<file path="src/rtl/stream_demux_pkg.sv">
// ============================================================================
// Module   : stream_demux_pkg
// Brief    : Shared types, limits and helpers for the stream_demux block.
// Revision : 1.0 - initial release
// ============================================================================
`default_nettype none

package stream_demux_pkg;

  localparam int MAX_CH = 16;

  typedef enum logic [0:0] {
    ST_IDLE   = 1'b0,
    ST_LOCKED = 1'b1
  } state_e;

  // Minimum select width able to address n channels (never below 1 bit).
  function automatic int sel_width(input int n);
    int w;
    w = 1;
    while ((1 << w) < n) begin
      w = w + 1;
    end
    return w;
  endfunction

endpackage

`default_nettype wire

</file>
<file path="src/rtl/demux_chan_reg.sv">
// ============================================================================
// Module   : demux_chan_reg
// Brief    : One-entry valid/ready holding register for a single demux output.
// Revision : 1.0 - initial release
// ============================================================================
`default_nettype none

module demux_chan_reg
  import stream_demux_pkg::*;
#(
  parameter int DATA_W = 8
) (
  input  logic              clk,
  input  logic              rst_n,
  input  logic              load_i,
  input  logic [DATA_W-1:0] data_i,
  input  logic              last_i,
  input  logic              ready_i,
  output logic              valid_o,
  output logic [DATA_W-1:0] data_o,
  output logic              last_o
);

  logic              valid_q, valid_d;
  logic [DATA_W-1:0] data_q,  data_d;
  logic              last_q,  last_d;

  // A load wins over a drain, so a same-cycle load+drain keeps valid high.
  always_comb begin
    valid_d = valid_q;
    data_d  = data_q;
    last_d  = last_q;
    if (load_i) begin
      valid_d = 1'b1;
      data_d  = data_i;
      last_d  = last_i;
    end else if (valid_q && ready_i) begin
      valid_d = 1'b0;
    end
  end

  always_ff @(posedge clk or negedge rst_n) begin
    if (!rst_n) begin
      valid_q <= 1'b0;
      data_q  <= '0;
      last_q  <= 1'b0;
    end else begin
      valid_q <= valid_d;
      data_q  <= data_d;
      last_q  <= last_d;
    end
  end

  assign valid_o = valid_q;
  assign data_o  = data_q;
  assign last_o  = last_q;

endmodule

`default_nettype wire

</file>
<file path="src/rtl/stream_demux.sv">
// ============================================================================
// Module   : stream_demux
// Brief    : 1-to-NUM_CH packet demultiplexer with per-channel output stages.
//            Define STREAM_DEMUX_DROP_INVALID_SEL_EN to drop packets whose
//            select is out of range instead of routing them to the last channel.
// Revision : 1.0 - initial release
// ============================================================================
`default_nettype none

module stream_demux
  import stream_demux_pkg::*;
#(
  parameter int NUM_CH = 2,
  parameter int DATA_W = 8,
  parameter int SEL_W  = 1
) (
  input  logic                     clk,
  input  logic                     rst_n,
  input  logic                     in_valid,
  output logic                     in_ready,
  input  logic [DATA_W-1:0]        in_data,
  input  logic [SEL_W-1:0]         in_sel,
  input  logic                     in_last,
  output logic [NUM_CH-1:0]        out_valid,
  input  logic [NUM_CH-1:0]        out_ready,
  output logic [NUM_CH*DATA_W-1:0] out_data,
  output logic [NUM_CH-1:0]        out_last,
  output logic                     busy,
  output logic                     err_drop
);

  localparam logic [SEL_W-1:0] LAST_CH = SEL_W'(NUM_CH - 1);

  if ((NUM_CH < 2) || (NUM_CH > MAX_CH)) begin : g_bad_num_ch
    $error("stream_demux: NUM_CH must be in 2..%0d", MAX_CH);
  end
  if (SEL_W < sel_width(NUM_CH)) begin : g_bad_sel_w
    $error("stream_demux: SEL_W too narrow for NUM_CH");
  end

  state_e            state_q;
  logic [SEL_W-1:0]  cur_sel_q;
  logic              err_drop_q;

  logic [SEL_W-1:0]  w_sel_raw;
  logic [SEL_W-1:0]  w_tgt;
  logic              w_oor;
  logic              w_drop;
  logic              w_tgt_ready;
  logic              w_accept;
  logic [NUM_CH-1:0] w_load;

  // The raw select is kept in cur_sel_q, so out-of-range handling is simply
  // re-evaluated on every beat of the locked packet.
  assign w_sel_raw = (state_q == ST_LOCKED) ? cur_sel_q : in_sel;

  if (NUM_CH == (1 << SEL_W)) begin : g_sel_full
    assign w_oor = 1'b0;
  end else begin : g_sel_part
    assign w_oor = (w_sel_raw > LAST_CH);
  end

`ifdef STREAM_DEMUX_DROP_INVALID_SEL_EN
  assign w_drop = w_oor;
`else
  assign w_drop = 1'b0;
`endif

  assign w_tgt = w_oor ? LAST_CH : w_sel_raw;

  always_comb begin
    w_tgt_ready = 1'b0;
    for (int k = 0; k < NUM_CH; k++) begin
      if (w_tgt == SEL_W'(k)) begin
        w_tgt_ready = !out_valid[k] || out_ready[k];
      end
    end
  end

  assign in_ready = rst_n & (w_drop | w_tgt_ready);
  assign w_accept = in_valid & in_ready;

  always_ff @(posedge clk or negedge rst_n) begin
    if (!rst_n) begin
      state_q    <= ST_IDLE;
      cur_sel_q  <= '0;
      err_drop_q <= 1'b0;
    end else begin
      err_drop_q <= w_accept & w_drop;
      if (w_accept) begin
        case (state_q)
          ST_IDLE: begin
            cur_sel_q <= in_sel;
            if (!in_last) begin
              state_q <= ST_LOCKED;
            end
          end
          ST_LOCKED: begin
            if (in_last) begin
              state_q <= ST_IDLE;
            end
          end
          default: state_q <= ST_IDLE;
        endcase
      end
    end
  end

  assign busy     = (state_q == ST_LOCKED);
  assign err_drop = err_drop_q;

  for (genvar k = 0; k < NUM_CH; k++) begin : g_chan
    assign w_load[k] = w_accept & ~w_drop & (w_tgt == SEL_W'(k));

    demux_chan_reg #(
      .DATA_W (DATA_W)
    ) u_chan (
      .clk     (clk),
      .rst_n   (rst_n),
      .load_i  (w_load[k]),
      .data_i  (in_data),
      .last_i  (in_last),
      .ready_i (out_ready[k]),
      .valid_o (out_valid[k]),
      .data_o  (out_data[k*DATA_W +: DATA_W]),
      .last_o  (out_last[k])
    );
  end

endmodule

`default_nettype wire

</file>
<file path="config.mk">
export PLATFORM = sky130hd
export DESIGN_NAME = stream_demux
export DESIGN_NICKNAME = d
export VERILOG_FILES = /design/src/rtl/stream_demux_pkg.sv /design/src/rtl/demux_chan_reg.sv /design/src/rtl/stream_demux.sv
export SDC_FILE = /design/constraint.sdc
export NUM_CORES = 1
export LEC_CHECK = 0
export CORE_ASPECT_RATIO = 1.1
export CORE_UTILIZATION = 44
export CTS_BUF_LIST = sky130_fd_sc_hd__clkbuf_8
export DETAILED_ROUTE_END_ITERATION = 8
export MAX_ROUTING_LAYER = met4
export PLACE_DENSITY = 0.92
export SLEW_MARGIN = 20
export SYNTH_ARGS = -nofsm -noshare
export SYNTH_HDL_FRONTEND = slang
export SYNTH_SLANG_ARGS = --single-unit
</file>
<file path="constraint.sdc">
create_clock -name clk -period 2.2 [get_ports clk]
set_input_delay 0.44 -clock clk [delete_from_list [all_inputs] [get_ports clk]]
set_output_delay 0.44 -clock clk [all_outputs]
set_load 0.01 [all_outputs]
</file>
==> results.cfg, run 1 <==
[die]
core-area_um2 = 2042
io_pins = 38
start_util_pct = 47.37
die_w_um = 46.70
fp-row-count = 17
die_h_um = 51.17
die_area_um2 = 2390

[worst_setup_path]
cp_slowest_cell = clkdlybuf4s50_1
critPathTopFamily = buffers and inverters
cp.required_ns = 1.76
cp-end-kind = output pin
crit_type = in -> out
slowest_delay_ns = 0.41
arrival_ns = 1.62
startpoint_type = input pin
reg2reg_setup_slack_ns = 0.41
worstPathCellList = clkdlybuf4s50_1 -> mux2i_2 -> mux2i_1 -> nor2b_1 -> dlygate4sd2_1
worstPathMaxFanout = 2
path_buf_inv = 2

[clock_tree]
worstSkewPairLatency_ns = 0.25
cts_inserted_buffers = 3
cts_root_buf = clkbuf_8
clock_path_buffers = 2
cts_max_level = 1
postCtsHoldBufs = 0
cts_tree = yes
clock_sinks = 22
clk_pin_slew_worst_paths_ns = 0.08

[global_routing]
first_global_vias = 677
grt_first_pass_wirelength_mm = 2.960
antenna_found_initial = 0
gr-total-overflow = 0
grt_usage_pct = 17.99
grt_max_degree = 18

[synth]
yosysTopAreaCell = dfrtp_1
syn_area_per_cell_um2 = 15.11
ys_ff_latch = 22
synth_top_area_share_pct = 56.92
synthCells = 64
synth_top_cells_by_area = dfrtp_1 57%, mux2_2 14%, mux2_4 9.3%, buf_4 4.7%, buf_12 2.1%
yosysSeqAreaShare_pct = 56.92
syn_nets = 79
yosysWarnings = 0
syn-cell-area_um2 = 967.2
synth_cell_types = 20

[routing]
drt_first_pass_iters = 4
via_per_inst = 4.744
vias = 612
drc_errors = 0
initialDrtViolationCount = 6
totalWireLength_mm = 1.836
wl_per_cell_um = 14.23
ant_nets = 0

[timing]
timing.final.crit_share_pct = 93.76
setup_viol_count_final = 0
finalSetupTns_ns = 0
drv_slew = 0
max_freq_ghz = 0.4848
rsz0062_at_grt = no
finalClockSkew_ns = 0.001192
hold_viol = 0
min_period_ns = 2.063

[finish]
final_util_pct = 68.08
finalNetCount = 117
final_layout_size_suffix_gt1_share_pct = 30.69
final_common_cell = clkdlybuf4s50_1
antenna_cells = 0
fin_area_um2 = 1390
area_growth_pct = 43.73
final_cell_mix = 35 x clkdlybuf4s50_1, 22 x dfrtp_1, 12 x mux2_2

[placement]
post_dp_cell_area_um2 = 1329
gp_congestion = 0.7196
portBuffers = 36
hpwl_mm = 1.351

[run]
max_cap_violations = 0

[pwr]
peakVddDrop_uv = 861.6
power.density_nw_per_um2 = 1352
p_leak_nw = 0.6000

[min_path]
hold_path_class = reg -> reg

[status]
run_status = complete, no violations
state kept, by name (all words and copies together), names as in the netlist:
| name | count |
|---|---|
| g_chan.u_chan.last_o | 2 |
| g_chan.u_chan.valid_o | 2 |
| cur_sel_q | 1 |
| busy | 1 |
| g_chan.u_chan.data_o | 16 |
cell type report:
class | count | area (um2)
Clock buffer | 4 | 55.05
Fill cell | 152 | 651.9
Inverter | 1 | 3.754
Multi-Input combinational cell | 33 | 336.6
Sequential cell | 22 | 550.5
Tap cell | 28 | 35.03
Timing Repair Buffer | 41 | 409.1
cells in the mapped netlist:
| master | number |
|---|---|
| dfrtp_1 | 22 |
| buf_4 | 6 |
| nand2_1 | 2 |
| mux2_2 | 12 |
| buf_12 | 1 |
| o21ai_0 | 1 |
| conb_1 | 1 |
| nand2b_4 | 1 |
| nand2b_1 | 1 |
| nor2_1 | 2 |
| nor3b_2 | 1 |
| and4_4 | 1 |
| mux2i_2 | 1 |
| o31a_1 | 1 |
| o21ai_1 | 1 |
| nor2b_1 | 1 |
| mux2_4 | 6 |
| inv_1 | 1 |
| buf_6 | 1 |
| mux2i_1 | 1 |
worst paths after layout:
path	end	cells past startpoint	startpoint
worst max-delay path	in_ready	5	in_sel
worst min-delay path	g_chan[1].u_chan.data_o[7]$_DFFE_PN0P_	1	g_chan[1].u_chan.data_o[7]$_DFFE_PN0P_
worst max register to register	g_chan[0].u_chan.data_o[0]$_DFFE_PN0P_	5	busy$_DFFE_PN0N_
worst min register to register	g_chan[1].u_chan.data_o[7]$_DFFE_PN0P_	1	g_chan[1].u_chan.data_o[7]$_DFFE_PN0P_
max in group asynchronous	cur_sel_q$_DFFE_PN0N_	2	rst_n
min in group asynchronous	g_chan[1].u_chan.valid_o$_DFFE_PN0P_	2	rst_n
worst register-to-register path, stage by stage (launching register included):
cell	delay, ns
dfrtp_1	0.42
mux2i_2	0.28
buf_4	0.15
buf_4	0.11
and4_4	0.36
mux2_2	0.37
kinds of logic (layout without fill, tap and decap cells):
| group | after synthesis | in the layout | share of synthesized area, % |
|---|---|---|---|
| muxes | 20 | 20 | 25.74 |
| AOI/OAI and AO/OA | 3 | 3 | 1.940 |
| other | 1 | 1 | 0.3877 |
| DFF | 22 | 22 | 56.92 |
| and+or+nand+nor | 9 | 9 | 6.728 |
| buffers and inverters | 9 | 46 | 8.279 |
through the flow:
stage               cells  setup slack (ns)  hold slack (ns)  power [mW]
global placement      124          -0.02128           0.4888       1.569
CTS                   129            0.1271           0.5132       1.896
floorplan              64            0.5803           0.1444       1.161
global route          129           0.05375           0.5261       1.983
finish                129            0.1373           0.5079       1.879
detailed placement    124          -0.07262           0.4918       1.601
where the power goes:
part	total (mW)	internal (mW)	switching, mW
logic	0.885	0.588	0.297
clock network	0.280	0.159	0.121
registers	0.714	0.601	0.113
layer usage:
layer  global-route usage (%)  up-vias  part of all wire, %
met3                    1.767        4                  4.1
met1                    21.81      296                   44
met5                        -        -                    0
met2                    29.17       23                   51
met4                    9.048        0                  1.6
li1                         -      289                    -
timing repair:
action,4_1_cts,5_1_grt
endpoints found under the setup margin,1,0
resized for setup,1,0
buffers inserted,1,0
No activity file was read; power rests on OpenSTA's default activity.
==> run 2: changes to the inputs <==
CTS_CLUSTER_SIZE = 25   (was not set)
==> results of run 2 <==
The final DEF is identical to that of run 1; final timing and power are the same.
